## src/rtl/mem_request_unit.sv

```systemverilog
// Memory request sequencer: data load/store then instruction fetch over one bus, holding halt.
// Optional bus-wait timeout with sticky bus_error is enabled by defining MEM_TIMEOUT_EN.
module mem_request_unit #(
  parameter int unsigned ADDR_W         = 32,
  parameter int unsigned DATA_W         = 32,
  parameter int unsigned TIMEOUT_CYCLES = 255
) (
  input  logic                clock,
  input  logic                reset,
  input  logic                new_cycle,
  input  logic                fetch_en,
  input  logic [ADDR_W-1:0]   pc,
  input  logic                data_read,
  input  logic                data_write,
  input  logic [ADDR_W-1:0]   data_addr,
  input  logic [DATA_W-1:0]   write_data,
  input  logic [DATA_W/8-1:0] byte_en,
  output logic                halt,
  output logic [DATA_W-1:0]   instruction,
  output logic [DATA_W-1:0]   read_data,
  output logic [ADDR_W-1:0]   bus_addr,
  output logic [DATA_W-1:0]   bus_wdata,
  output logic [DATA_W/8-1:0] bus_ben,
  output logic                bus_read,
  output logic                bus_write,
  input  logic                bus_busy,
  input  logic [DATA_W-1:0]   bus_rdata,
  output logic                bus_error
);

  localparam int unsigned BenW = DATA_W / 8;

  typedef enum logic [2:0] {
    StIdle,
    StDataReq,
    StDataWait,
    StFetchReq,
    StFetchWait,
    StDone
  } state_e;

  state_e              r_state;
  logic                r_halt;
  logic                r_bus_read;
  logic                r_bus_write;
  logic [ADDR_W-1:0]   r_bus_addr;
  logic [DATA_W-1:0]   r_bus_wdata;
  logic [BenW-1:0]     r_bus_ben;
  logic [DATA_W-1:0]   r_instruction;
  logic [DATA_W-1:0]   r_read_data;
  logic                r_is_read;
  logic                w_timeout;
  logic                w_done;

`ifdef MEM_TIMEOUT_EN
  localparam int unsigned CntW = (TIMEOUT_CYCLES > 1) ? $clog2(TIMEOUT_CYCLES) : 1;

  logic [CntW-1:0] r_wait_cnt;
  logic            r_bus_error;

  // Abort on the TIMEOUT_CYCLES-th busy clock of a wait.
  assign w_timeout = bus_busy && (r_state == StDataWait || r_state == StFetchWait) &&
                     (r_wait_cnt == CntW'(TIMEOUT_CYCLES - 1));

  always_ff @(posedge clock or posedge reset) begin
    if (reset) begin
      r_wait_cnt  <= '0;
      r_bus_error <= 1'b0;
    end else begin
      if (r_state == StDataReq || r_state == StFetchReq) begin
        r_wait_cnt <= '0;
      end else if ((r_state == StDataWait || r_state == StFetchWait) && bus_busy) begin
        r_wait_cnt <= r_wait_cnt + 1'b1;
      end
      if (w_timeout) begin
        r_bus_error <= 1'b1;
      end
    end
  end

  assign bus_error = r_bus_error;
`else
  assign w_timeout = 1'b0;
  assign bus_error = 1'b0;
`endif

  assign w_done = !bus_busy || w_timeout;

  always_ff @(posedge clock or posedge reset) begin
    if (reset) begin
      r_state       <= StIdle;
      r_halt        <= 1'b0;
      r_bus_read    <= 1'b0;
      r_bus_write   <= 1'b0;
      r_bus_addr    <= '0;
      r_bus_wdata   <= '0;
      r_bus_ben     <= '0;
      r_instruction <= '0;
      r_read_data   <= '0;
      r_is_read     <= 1'b0;
    end else begin
      // Strobes are single-clock pulses, raised on the edge entering a REQ state.
      r_bus_read  <= 1'b0;
      r_bus_write <= 1'b0;
      unique case (r_state)
        StIdle: begin
          if (new_cycle) begin
            if (data_read || data_write) begin
              r_state     <= StDataReq;
              r_halt      <= 1'b1;
              r_bus_addr  <= data_addr;
              r_bus_ben   <= byte_en;
              r_bus_wdata <= write_data;
              r_bus_write <= data_write;
              r_bus_read  <= !data_write;
              r_is_read   <= !data_write;
            end else if (fetch_en) begin
              r_state    <= StFetchReq;
              r_halt     <= 1'b1;
              r_bus_addr <= pc;
              r_bus_ben  <= '1;
              r_bus_read <= 1'b1;
            end
          end
        end
        StDataReq: r_state <= StDataWait;
        StDataWait: begin
          if (w_done) begin
            if (r_is_read) begin
              r_read_data <= w_timeout ? '0 : bus_rdata;
            end
            if (fetch_en) begin
              r_state    <= StFetchReq;
              r_bus_addr <= pc;
              r_bus_ben  <= '1;
              r_bus_read <= 1'b1;
            end else begin
              r_state <= StDone;
            end
          end
        end
        StFetchReq: r_state <= StFetchWait;
        StFetchWait: begin
          if (w_done) begin
            r_instruction <= w_timeout ? '0 : bus_rdata;
            r_state       <= StDone;
          end
        end
        StDone: begin
          r_state <= StIdle;
          r_halt  <= 1'b0;
        end
        default: begin
          r_state <= StIdle;
          r_halt  <= 1'b0;
        end
      endcase
    end
  end

  assign halt        = r_halt;
  assign bus_read    = r_bus_read;
  assign bus_write   = r_bus_write;
  assign bus_addr    = r_bus_addr;
  assign bus_wdata   = r_bus_wdata;
  assign bus_ben     = r_bus_ben;
  assign instruction = r_instruction;
  assign read_data   = r_read_data;

endmodule

```

## config.mk

```make
export PLATFORM = sky130hd
export DESIGN_NAME = mem_request_unit
export DESIGN_NICKNAME = d
export VERILOG_FILES = /design/src/rtl/mem_request_unit.sv
export SDC_FILE = /design/constraint.sdc
export NUM_CORES = 1
export LEC_CHECK = 0
export ABC_AREA = 1
export CAP_MARGIN = 25
export CELL_PAD_IN_SITES_DETAIL_PLACEMENT = 1
export CELL_PAD_IN_SITES_GLOBAL_PLACEMENT = 2
export CORE_MARGIN = 2
export CORE_UTILIZATION = 21
export DETAILED_ROUTE_END_ITERATION = 16
export GPL_ROUTABILITY_DRIVEN = 0
export GPL_TIMING_DRIVEN = 0
export HOLD_SLACK_MARGIN = 0.15
export PLACE_DENSITY_LB_ADDON = 0.1
export SLEW_MARGIN = 10
export SYNTH_ARGS = -nofsm -noshare
export SYNTH_HDL_FRONTEND = slang
export SYNTH_SLANG_ARGS = --single-unit
```

## constraint.sdc

```tcl
create_clock -name clock -period 5.1 [get_ports clock]
set_clock_uncertainty 0.1 [all_clocks]
set_input_delay 1.02 -clock clock [delete_from_list [all_inputs] [get_ports clock]]
set_output_delay 1.02 -clock clock [all_outputs]
set_load 0.02 [all_outputs]
```

# == After elaboration in Yosys (flattened, before gate mapping) ==
# Index checks and enable logic that the tools add are counted.
# W data, S select, Z words.
# totals
ff_bits,139
inputBits,139
out_inout_bits,136
wordCells,60
# op_classes
eq_ne,8
mux,29
bitwise,2
n_reduce_logical,11
# op_table
operator,n
$mux W32,4
$pmux W32 S2,1
$mux W3,6
$mux W4,4
$pmux W3 S5,1
$reduce_and A3 Y1,4
$mux W1,10
$pmux W4 S2,1
$eq A3 B2 Y1 const B,2
$ne A2 B2 Y1 const B,3
$pmux W1 S2,2
$reduce_and A4 Y1,1
$reduce_or A4 Y1,1
$eq A3 B1 Y1 const B,1
$eq A3 B3 Y1 const B,1
$logic_not A3 Y1,1
$ne A3 B3 Y1 const B,1
$not A1 Y1,2
$reduce_and A2 Y1,1
$reduce_bool A2 Y1,1
$logic_not A1 Y1,1
$logic_or A1 B1 Y1,1

# == Logic depth before layout (Yosys ltp) ==
# Gate-level depths: netlist (run 1).
# depth
depth_word,4
depth_mapped,11
depth_no_buf,9

# == Worst setup path after synthesis (run 1) ==
# Ideal clock, no wire load.
# synth_path
path_kind,input-to-reg
start,in fetch_en
end,"reg r_bus_addr[21], in the netlist bus_addr[21]"
setup_time_ns,0.116
arrival_time_ns,1.830
t_required_ns,4.884
slack_ns,3.054
cell_stages,11
path_buffers,2
cell_sequence,buf_2 > clkinv_1 > buf_2 > nand2_1 > nand2_1 > nand2_1 > nand2_1 > nand2_1 > nand2_1 > nand2_1 > nand2_1
# synth_via
elab_chain_cells,4
word_cells_on_any_way,5
# synth_rtl
element,line,text
from (decl),11,"input logic fetch_en,"
$mux W32 (*),--,
$mux W32 (2 in series),--,
$pmux W32 S2 (*),--,
to (signal assigned),111,r_bus_addr <= data_addr;
to (signal assigned),120,r_bus_addr <= pc;
to (signal assigned),134,r_bus_addr <= pc;
to (decl),46,logic [ADDR_W-1:0] r_bus_addr;
# Mark *: on every way between the ends. The rest lies on a longest branch, timed or not. The select of a mux whose other input is x is not followed.
# A chain may end at the register's enable or synchronous reset.

# == Worst setup path in the final report (run 1) ==
# layout_path
start,"reg r_bus_ben[2], in the netlist bus_ben[2]"
end,out bus_ben[2]
# layout_rtl
element,line,text
from (decl),48,logic [BenW-1:0] r_bus_ben;
from (signal assigned),112,r_bus_ben <= byte_en;
to (decl),23,"output logic [DATA_W/8-1:0] bus_ben,"
# No word-level cell between the ends.

==> results of run 1 <==
-- final timing paths --
| check | from | to | slack, ns | depth (start not counted) |
|---|---|---|---|---|
| hold / removal | bus_wdata[19] | bus_wdata[19] | 0.37 | 2 |
| min in group asynchronous | reset | bus_wdata[5] | 0.87 | 2 |
| setup / recovery | bus_ben[2] | bus_ben[2] | 2.47 | 1 |
| max in group asynchronous | reset | bus_addr[11] | 3.17 | 3 |
| setup reg to reg | r_state[0] | bus_ben[0] | 3.27 | 7 |
| hold reg to reg | bus_wdata[19] | bus_wdata[19] | 0.37 | 2 |
-- layout make-up --
type	count	share of cell area
Buffer	52	0.02469
Inverter	41	0.01517
Sequential cell	139	0.3268
Antenna cell	2	0.0004703
Multi-Input combinational cell	688	0.2688
Clock inverter	13	0.01810
Timing Repair Buffer	273	0.2584
Clock buffer	18	0.04032
Tap cell	402	0.04726
-- state kept, by name, indices dropped and copies added, names as in the netlist --
signal       flops
bus_read         1
r_is_read        1
bus_addr        32
halt             1
instruction     32
bus_write        1
read_data       32
bus_wdata       32
r_state          3
bus_ben          4
-- placed cells by master, fill, tap and decap left out --
cell type,instances
buf_16,1
nor2_8,1
nor2_4,2
buf_6,3
nand3_1,36
diode_2,2
clkinv_4,3
dfrtp_1,139
nand3b_2,1
buf_1,3
buf_4,1
nor2_2,1
clkdlybuf4s50_1,272
clkinv_1,1
o21a_1,32
clkinvlp_4,1
inv_2,4
clkbuf_16,17
o22ai_1,1
o21ai_1,30
clkbuf_1,13
nand3_2,1
inv_8,2
nand2_1,562
inv_1,35
buf_2,33
inv_6,2
o21ai_0,13
clkinv_2,2
conb_1,1
a21oi_1,2
nor3_2,1
nor2_1,4
bufinv_16,4
-- power by group through the flow --
stage	logic, mW	registers, mW	clock network [mW]
2_1_floorplan	1.14	2.54	0
3_3_place_gp	3.32	1.96	0
3_5_place_dp	3.34	1.97	0
4_1_cts	3.35	1.96	1.41
5_1_grt	3.61	2.03	1.45
6_report	3.27	1.95	1.36
-- routing by layer --
layer  up-vias  part of all wire
met4         0            0.0072
met1      3242              0.47
met5         -                 0
met2       172              0.45
met3        13             0.072
li1       3410                 -
-- logic make-up (layout without fill, tap and decap cells) --
kind of cell    count (synthesis)  count (layout)
other cells                     1               3
compound gates                 78              78
flops                         139             139
simple gates                  609             609
buf+inv                        93             397
-- worst reg2reg max path, stage by stage, from the launching register on --
cell and delay [ns]:
dfrtp_1 0.45, nor2_2 0.19, nand2_1 0.15, nand2_1 0.16, nand3_2 0.24, buf_2 0.30
nand2_1 0.09, nand2_1 0.05
-- per-stage QoR --
stage	worst slack, ns	setup TNS, ns
finish	2.468	0
global placement	-2.583	-357.35
global route	2.392	0
CTS	2.438	0
floorplan	0.2555	0
detailed placement	2.105	0
==> impl_metrics.ini, run 1 <==
[place]
placed_area_um2 = 10020
buffer_ports.inserted = 272
dp_cells = 1595
post-dp-hpwl_um = 18940

[sta]
min_period_ns = 2.632
worst_hold_slack_ns = 0.3715
final-setup-viol-count = 0
relSlewSlack = 0.6143
fin_crit_sh = 0.5161
rsz0062_at_grt = false
worst_slew_pin_slew_ns = 0.5785
drv_slew = 0
max_freq_mhz = 379.9
finalHoldViolCount = 0

[floorplan]
die_w_um = 183.4
initial_utilization = 0.2135
core_um2 = 31640
dieArea_um2 = 33620
die_h_um = 183.4
ios = 275
row_count = 65

[synthesis]
yosysMostFrequentCell = nand2_1
synth_compound_area_frac = 0.06983
yosysWarnings = 0
synth_fa_ha_area_frac = 0
yosysTopAreaCellShare = 0.5149
yosys.area.top_type = dfrtp_1
ys_ff_latch = 139
synth_nets = 1059
synth-simple-area-share = 0.3530
yosys-top-cells-area = dfrtp_1 (51%), nand2_1 (31%), o21a_1 (3.6%), nand3_1 (2.7%), buf_2 (2.4%)
seq_area_frac_synth = 0.5149
synth_cell_type_count = 24
synth-edff-count = 0
avgSynthCellArea_um2 = 7.343
yosys_most_used_dff = dfrtp_1
async_reset_ff_frac = 1.000
syn_area_um2 = 6755
netlist_instances = 920
synth_xor_xnor_area_share = 0
synth_top_family_by_area = simple AND/OR/NAND/NOR gates
synthMuxAreaShare = 0
netlist_top_cells_count = nand2_1 (562), dfrtp_1 (139), inv_1 (36), nand3_1 (36), buf_2 (33)

[power_and_ir_drop]
power_mw = 6.579
ir_drop_uv = 248.2
seq_power_share = 0.296
pwr-share-clk = 0.207
p_leak_nw = 5.250
p_comb_frac = 0.497
p_int_mw = 3.882
p_sw_mw = 2.697
switching_share = 0.4099
power_density_nw_per_um2 = 618.1

[cells_and_area]
postLayoutCoreUtil = 0.3364
layout-drive-gt1-share = 0.06536
regArea_um2 = 3478
fillCellCount = 3752
final_area_um2 = 10640
area_growth_pct = 57.55
multi_input_area_um2 = 2860
layout.cells.non_filler = 1628
nets = 1351

[route]
route.detailed.drc = 0
drt-total-wl_um = 26390
viasPerCell = 4.200
drtIter0Drc = 266
final_antenna_net_count = 0
num_vias = 6837
wl_per_cell_um = 16.21
drtPass1Iterations = 4

[job]
drv_cap = 0

[setup_path]
critical_path.top_delay_family = buffers and inverters
cp-end-kind = output port
slowest_stage = clkdlybuf4s50_1
path_class = register to output port
max_stage_delay_ns = 0.68
cp.buffers_inverters = 1
arrival_ns = 1.51
cp_max_fo = 4
required_ns = 3.98
crit_path_start_kind = register
crit_chain = clkdlybuf4s50_1

[clock_tree]
cts-resized-gates = 0
cts_tree = done
cts_buffer_depth = 2
post-cts-setup-buffers = 0
hold_buffers = 0
cts.sinks = 139
path_clk_slew_ns = 0.06
clk_latency_ns = 0.42
numCtsBuffers = 17
htreeDepth = 4
root_buffer = clkbuf_16

[worst_hold_path]
min_path_type = register to register

[grt]
grt_pass1_wl_um = 41080
met1_usage = 0.2109
antenna_found_initial = 1
grt.total_usage = 0.1590
grt_overflow_total = 0
grt_pass1_vias = 7164
grtUsageMet3 = 0.05361
busiest_layer = met2
grt_max_degree = 102
use_met2 = 0.2517

[status]
status = completed
Power figures use the tool's default switching activity.
==> run 2, diff against run 1 <==
--- a/config.mk
+++ b/config.mk
@@ -10,7 +10,7 @@
 export CELL_PAD_IN_SITES_DETAIL_PLACEMENT = 1
 export CELL_PAD_IN_SITES_GLOBAL_PLACEMENT = 2
 export CORE_MARGIN = 2
-export CORE_UTILIZATION = 21
+export CORE_UTILIZATION = 23
 export DETAILED_ROUTE_END_ITERATION = 16
 export GPL_ROUTABILITY_DRIVEN = 0
 export GPL_TIMING_DRIVEN = 0
==> constraint.sdc (replaced) <==
create_clock -name clock -period 2.5 [get_ports clock]
set_clock_uncertainty 0.1 [all_clocks]
set_input_delay 0.5 -clock clock [delete_from_list [all_inputs] [get_ports clock]]
set_output_delay 0.5 -clock clock [all_outputs]
set_load 0.02 [all_outputs]
==> run 2 against run 1 <==
Against the previous run:
- critical path depth did not move
- utilization increased by 3.3 points
- count of clock-buffer cells in the layout unchanged
- non-clock buffer count is 3 higher
- clock power increased by 91%
- largest power group unchanged
- register-to-register slack worse by 2.6 ns
- sequential share of layout area up 0.062 points
- sequential cell count unchanged
- cell area down 0.19%
- worst hold slack about the same
==> impl_metrics.ini, run 2 (synthesized netlist as in run 1, its figures left out) <==
[status]
status = completed

[route]
final_antenna_net_count = 0
viasPerCell = 4.243
drtPass1Iterations = 4
route.met2.wl_um = 11760
wl_met1_um = 12300
drtIter0Drc = 265
route.detailed.drc = 0
wl_met3_um = 1797
num_vias = 6840
drt-total-wl_um = 26000
top_layer = met4
wl_per_cell_um = 16.13

[sta]
min_period_ns = 2.089
relSlewSlack = 0.5803
worst_hold_slack_ns = 0.3712
finalHoldViolCount = 0
rsz0062_at_grt = false
fin_crit_sh = 0.8356
finalSetupTns_ns = 0
drv_slew = 0
worst_slew_pin_slew_ns = 0.6296
final-setup-viol-count = 0
max_freq_mhz = 478.7

[setup_path]
crit_path_start = bus_ben[0]
cp-end-kind = output port
max_stage_delay_ns = 0.69
slowest_stage = clkdlybuf4s50_1
cp_max_fo = 4
cp.buffers_inverters = 1
crit_chain = clkdlybuf4s50_1
critical_path.top_delay_family = buffers and inverters
required_ns = 1.90
path_class = register to output port
crit_path_start_kind = register
rr_startpoint = r_state[0]
arrival_ns = 1.49

[place]
buffer_ports.inserted = 272
post-dp-hpwl_um = 18980

[power_and_ir_drop]
p_leak_nw = 5.246
ir_drop_uv = 445.7
power_mw = 13.23
power_density_nw_per_um2 = 1246

[clock_tree]
cts_tree = done
cts-resized-gates = 0
clk_latency_ns = 0.42
htreeDepth = 4
cts.sinks = 139
path_clk_slew_ns = 0.06
numCtsBuffers = 17
hold_buffers = 0
cts_buffer_depth = 2
post-cts-setup-buffers = 0
root_buffer = clkbuf_16

[cells_and_area]
layout-drive-gt1-share = 0.06840
final_common_cell = nand2_1
area_growth_pct = 57.25
diodes = 0
nets = 1354
mostFrequentLayoutCells = nand2_1 (562), clkdlybuf4s50_1 (272), dfrtp_1 (139)

[floorplan]
dieArea_um2 = 30760
initial_utilization = 0.2347
ios = 275
core_um2 = 28780
die_h_um = 175.4
die_w_um = 175.4
row_count = 62

[worst_hold_path]
min_path_type = register to register
hold_path_startpoint = bus_wdata[31]

[grt]
grt_pass1_wl_um = 41370
grt_overflow_total = 0
grt.total_usage = 0.1715
antenna_found_initial = 0
grt_pass1_vias = 7266
grt_max_degree = 34

[job]
drv_cap = 0
[run 2: changes by cell type in the layout (fill, tap and decap cells not counted)]
| cell | previous run | this run |
|---|---|---|
| inv_6 | 2 | 4 |
| bufinv_16 | 4 | 1 |
| clkinv_2 | 2 | 0 |
| buf_12 | 0 | 4 |
| clkinvlp_4 | 1 | 3 |
| buf_16 | 1 | 0 |
| diode_2 | 2 | 0 |
| inv_8 | 2 | 4 |
[run 2: report_power, final]
part | switching (mW) | internal (mW) | total [mW] | leakage (nW)
Combinational | 3.74 | 2.93 | 6.67 | 3.26
Sequential | 0.648 | 3.32 | 3.96 | 1.70
Clock | 1.18 | 1.42 | 2.60 | 0.280
Total | 5.57 | 7.66 | 13.2 | 5.25
[run 2: path summary, 6_finish.rpt]
check	end	slack (ns)	depth (start not counted)
worst max-delay path	bus_ben[0]	0.41	1
min in group asynchronous	read_data[6]	0.38	2
worst max register to register	bus_addr[1]	0.69	7
worst min-delay path	bus_wdata[31]	0.37	2
max in group asynchronous	bus_addr[22]	1.12	4
worst min register to register	bus_wdata[31]	0.37	2
[run 2: worst reg2reg max path: cells and delay by family, from the launching register on]
family	cells	cell delay [ns]
buffers and inverters	1	0.30
DFF	1	0.45
and+or+nand+nor	6	0.86
[run 2: routing by layer]
layer / global-route usage / vias up
met5: 0 / -
met4: 0.03021 / 0
met3: 0.05087 / 9
met2: 0.2705 / 172
met1: 0.2351 / 3258
li1: - / 3401
[run 2: final cells by class]
class	instances	area, um2
Fill cell	3496	18160
Sequential cell	139	3478
Multi-Input combinational cell	688	2860
Timing Repair Buffer	276	2803
Tap cell	384	480.5
Clock buffer	18	429.2
Buffer	52	262.8
Inverter	41	157.7
Clock inverter	14	151.4
[run 2: through the flow]
stage            util  cells  area (um2)  setup slack [ns]
6_report       0.3691   1612       10620            0.4111
5_1_grt        0.3691   1612       10620            0.3032
4_1_cts        0.3691   1612       10620            0.3872
3_5_place_dp   0.3489   1580       10040           0.06151
3_3_place_gp   0.3461   1576        9962            -1.506
2_1_floorplan       -    920        6759            0.1649
==> run 3, diff against run 2 <==
==> constraint.sdc (replaced) <==
create_clock -name clock -period 2.05 [get_ports clock]
set_clock_uncertainty 0.1 [all_clocks]
set_input_delay 0.41 -clock clock [delete_from_list [all_inputs] [get_ports clock]]
set_output_delay 0.41 -clock clock [all_outputs]
set_load 0.02 [all_outputs]
==> run 3 against run 2 <==
Against the previous run:
- worst setup slack worse by 0.36 ns
- non-clock buffer count stayed put
- worst hold slack worse by 0.078 ns
- power grew 22%
- global-route usage stayed put
- sequential cell count unchanged
- count of clock-buffer cells in the layout did not move
- critical path depth unchanged
- final cell count unchanged
- utilization barely moved
- clock power up 22%
- first-iteration DRC count up 1.9%
==> impl_metrics.ini, run 3 (synthesized netlist as in run 1, its figures left out) <==
[status]
status = completed

[clock_tree]
cts_tree = done
cts-resized-gates = 0
post-cts-setup-buffers = 0
hold_buffers = 0
clk_latency_ns = 0.42
path_clk_slew_ns = 0.07
htreeDepth = 4
numCtsBuffers = 17
root_buffer = clkbuf_16
cts_buffer_depth = 2
cts.sinks = 139

[floorplan]
ios = 275
dieArea_um2 = 30760
die_w_um = 175.4
die_h_um = 175.4
initial_utilization = 0.2347
row_count = 62
core_um2 = 28780

[power_and_ir_drop]
power_mw = 16.13
p_leak_nw = 5.261
power_density_nw_per_um2 = 1518
ir_drop_uv = 543.5

[route]
drt-total-wl_um = 25990
num_vias = 6833
drtPass1Iterations = 4
wl_per_cell_um = 16.12
route.detailed.drc = 0
drtIter0Drc = 270
viasPerCell = 4.239
final_antenna_net_count = 0

[sta]
drv_slew = 0
rsz0062_at_grt = false
min_period_ns = 1.997
relSlewSlack = 0.5928
finalHoldViolCount = 0
worst_slew_pin_slew_ns = 0.6108
worst_hold_slack_ns = 0.2929
fin_crit_sh = 0.9739
max_freq_mhz = 500.9
finalSetupTns_ns = 0
final-setup-viol-count = 0

[cells_and_area]
nets = 1354
multi_input_area_um2 = 2860
layout-drive-gt1-share = 0.06922
fillCellCount = 3497
area_growth_pct = 57.31
diodes = 0
postLayoutCoreUtil = 0.3692
regArea_um2 = 3478
mostFrequentLayoutCells = nand2_1 (562), clkdlybuf4s50_1 (271), dfrtp_1 (139)
final_common_cell = nand2_1

[setup_path]
cp.buffers_inverters = 1
crit_path_start = bus_addr[25]
crit_chain = clkdlybuf4s50_1
max_stage_delay_ns = 0.69
crit_path_start_kind = register
cp_max_fo = 3
arrival_ns = 1.49
path_class = register to output port
critical_path.top_delay_family = buffers and inverters
slowest_stage = clkdlybuf4s50_1
cp-end-kind = output port
rr_startpoint = r_state[0]
required_ns = 1.54

[grt]
grt_pass1_wl_um = 41370
grt.total_usage = 0.1715
grt_pass1_vias = 7266
antenna_found_initial = 0
grt_overflow_total = 0
grt_max_degree = 34

[job]
drv_cap = 0

[place]
post-dp-hpwl_um = 18980
buffer_ports.inserted = 272

[worst_hold_path]
min_path_type = input pin to async pin
## run 3: cell types whose count changed in the layout (fill, tap and decap cells not counted), sizes merged
cell           before  now
clkdlybuf4s50     272  271
dlymetal6s2s        0    1
## run 3: stage by stage
step           cell area, um2  instances  setup WS, ns
2_1_floorplan            6759        920       -0.1951
3_3_place_gp             9962       1576        -1.866
3_5_place_dp            10040       1580       -0.2985
4_1_cts                 10620       1612       0.02717
5_1_grt                 10630       1612       0.01249
6_report                10630       1612       0.05347
## run 3: final timing paths
path / endpoint / slack [ns] / cells past startpoint
worst max-delay path: bus_addr[25] / 0.05 / 1
min in group clock: bus_wdata[31] / 0.37 / 2
worst min register to register: bus_wdata[31] / 0.37 / 2
worst max register to register: bus_addr[1] / 0.23 / 7
max in group asynchronous: bus_addr[22] / 0.76 / 4
worst min-delay path: read_data[6] / 0.29 / 2
## run 3: metal layers
layer  GRT usage  wire length [um]  up-vias
li1            -                 -     3400
met1      0.2351             12250     3252
met2      0.2705             11800      172
met3     0.05087              1804        9
met4     0.03021               140        0
met5           0                 0        -
## run 3: where the power goes
group,total [mW],internal (mW),switching [mW]
clock,3.17,1.73,1.44
sequential,4.83,4.04,0.791
combinational,8.13,3.57,4.56
## run 3: area by class of cell
class | instances | area share
Sequential cell | 139 | 0.3273
Multi-Input combinational cell | 688 | 0.2692
Timing Repair Buffer | 276 | 0.2640
Tap cell | 384 | 0.04521
Clock buffer | 18 | 0.04039
Buffer | 52 | 0.02484
Inverter | 41 | 0.01484
Clock inverter | 14 | 0.01425
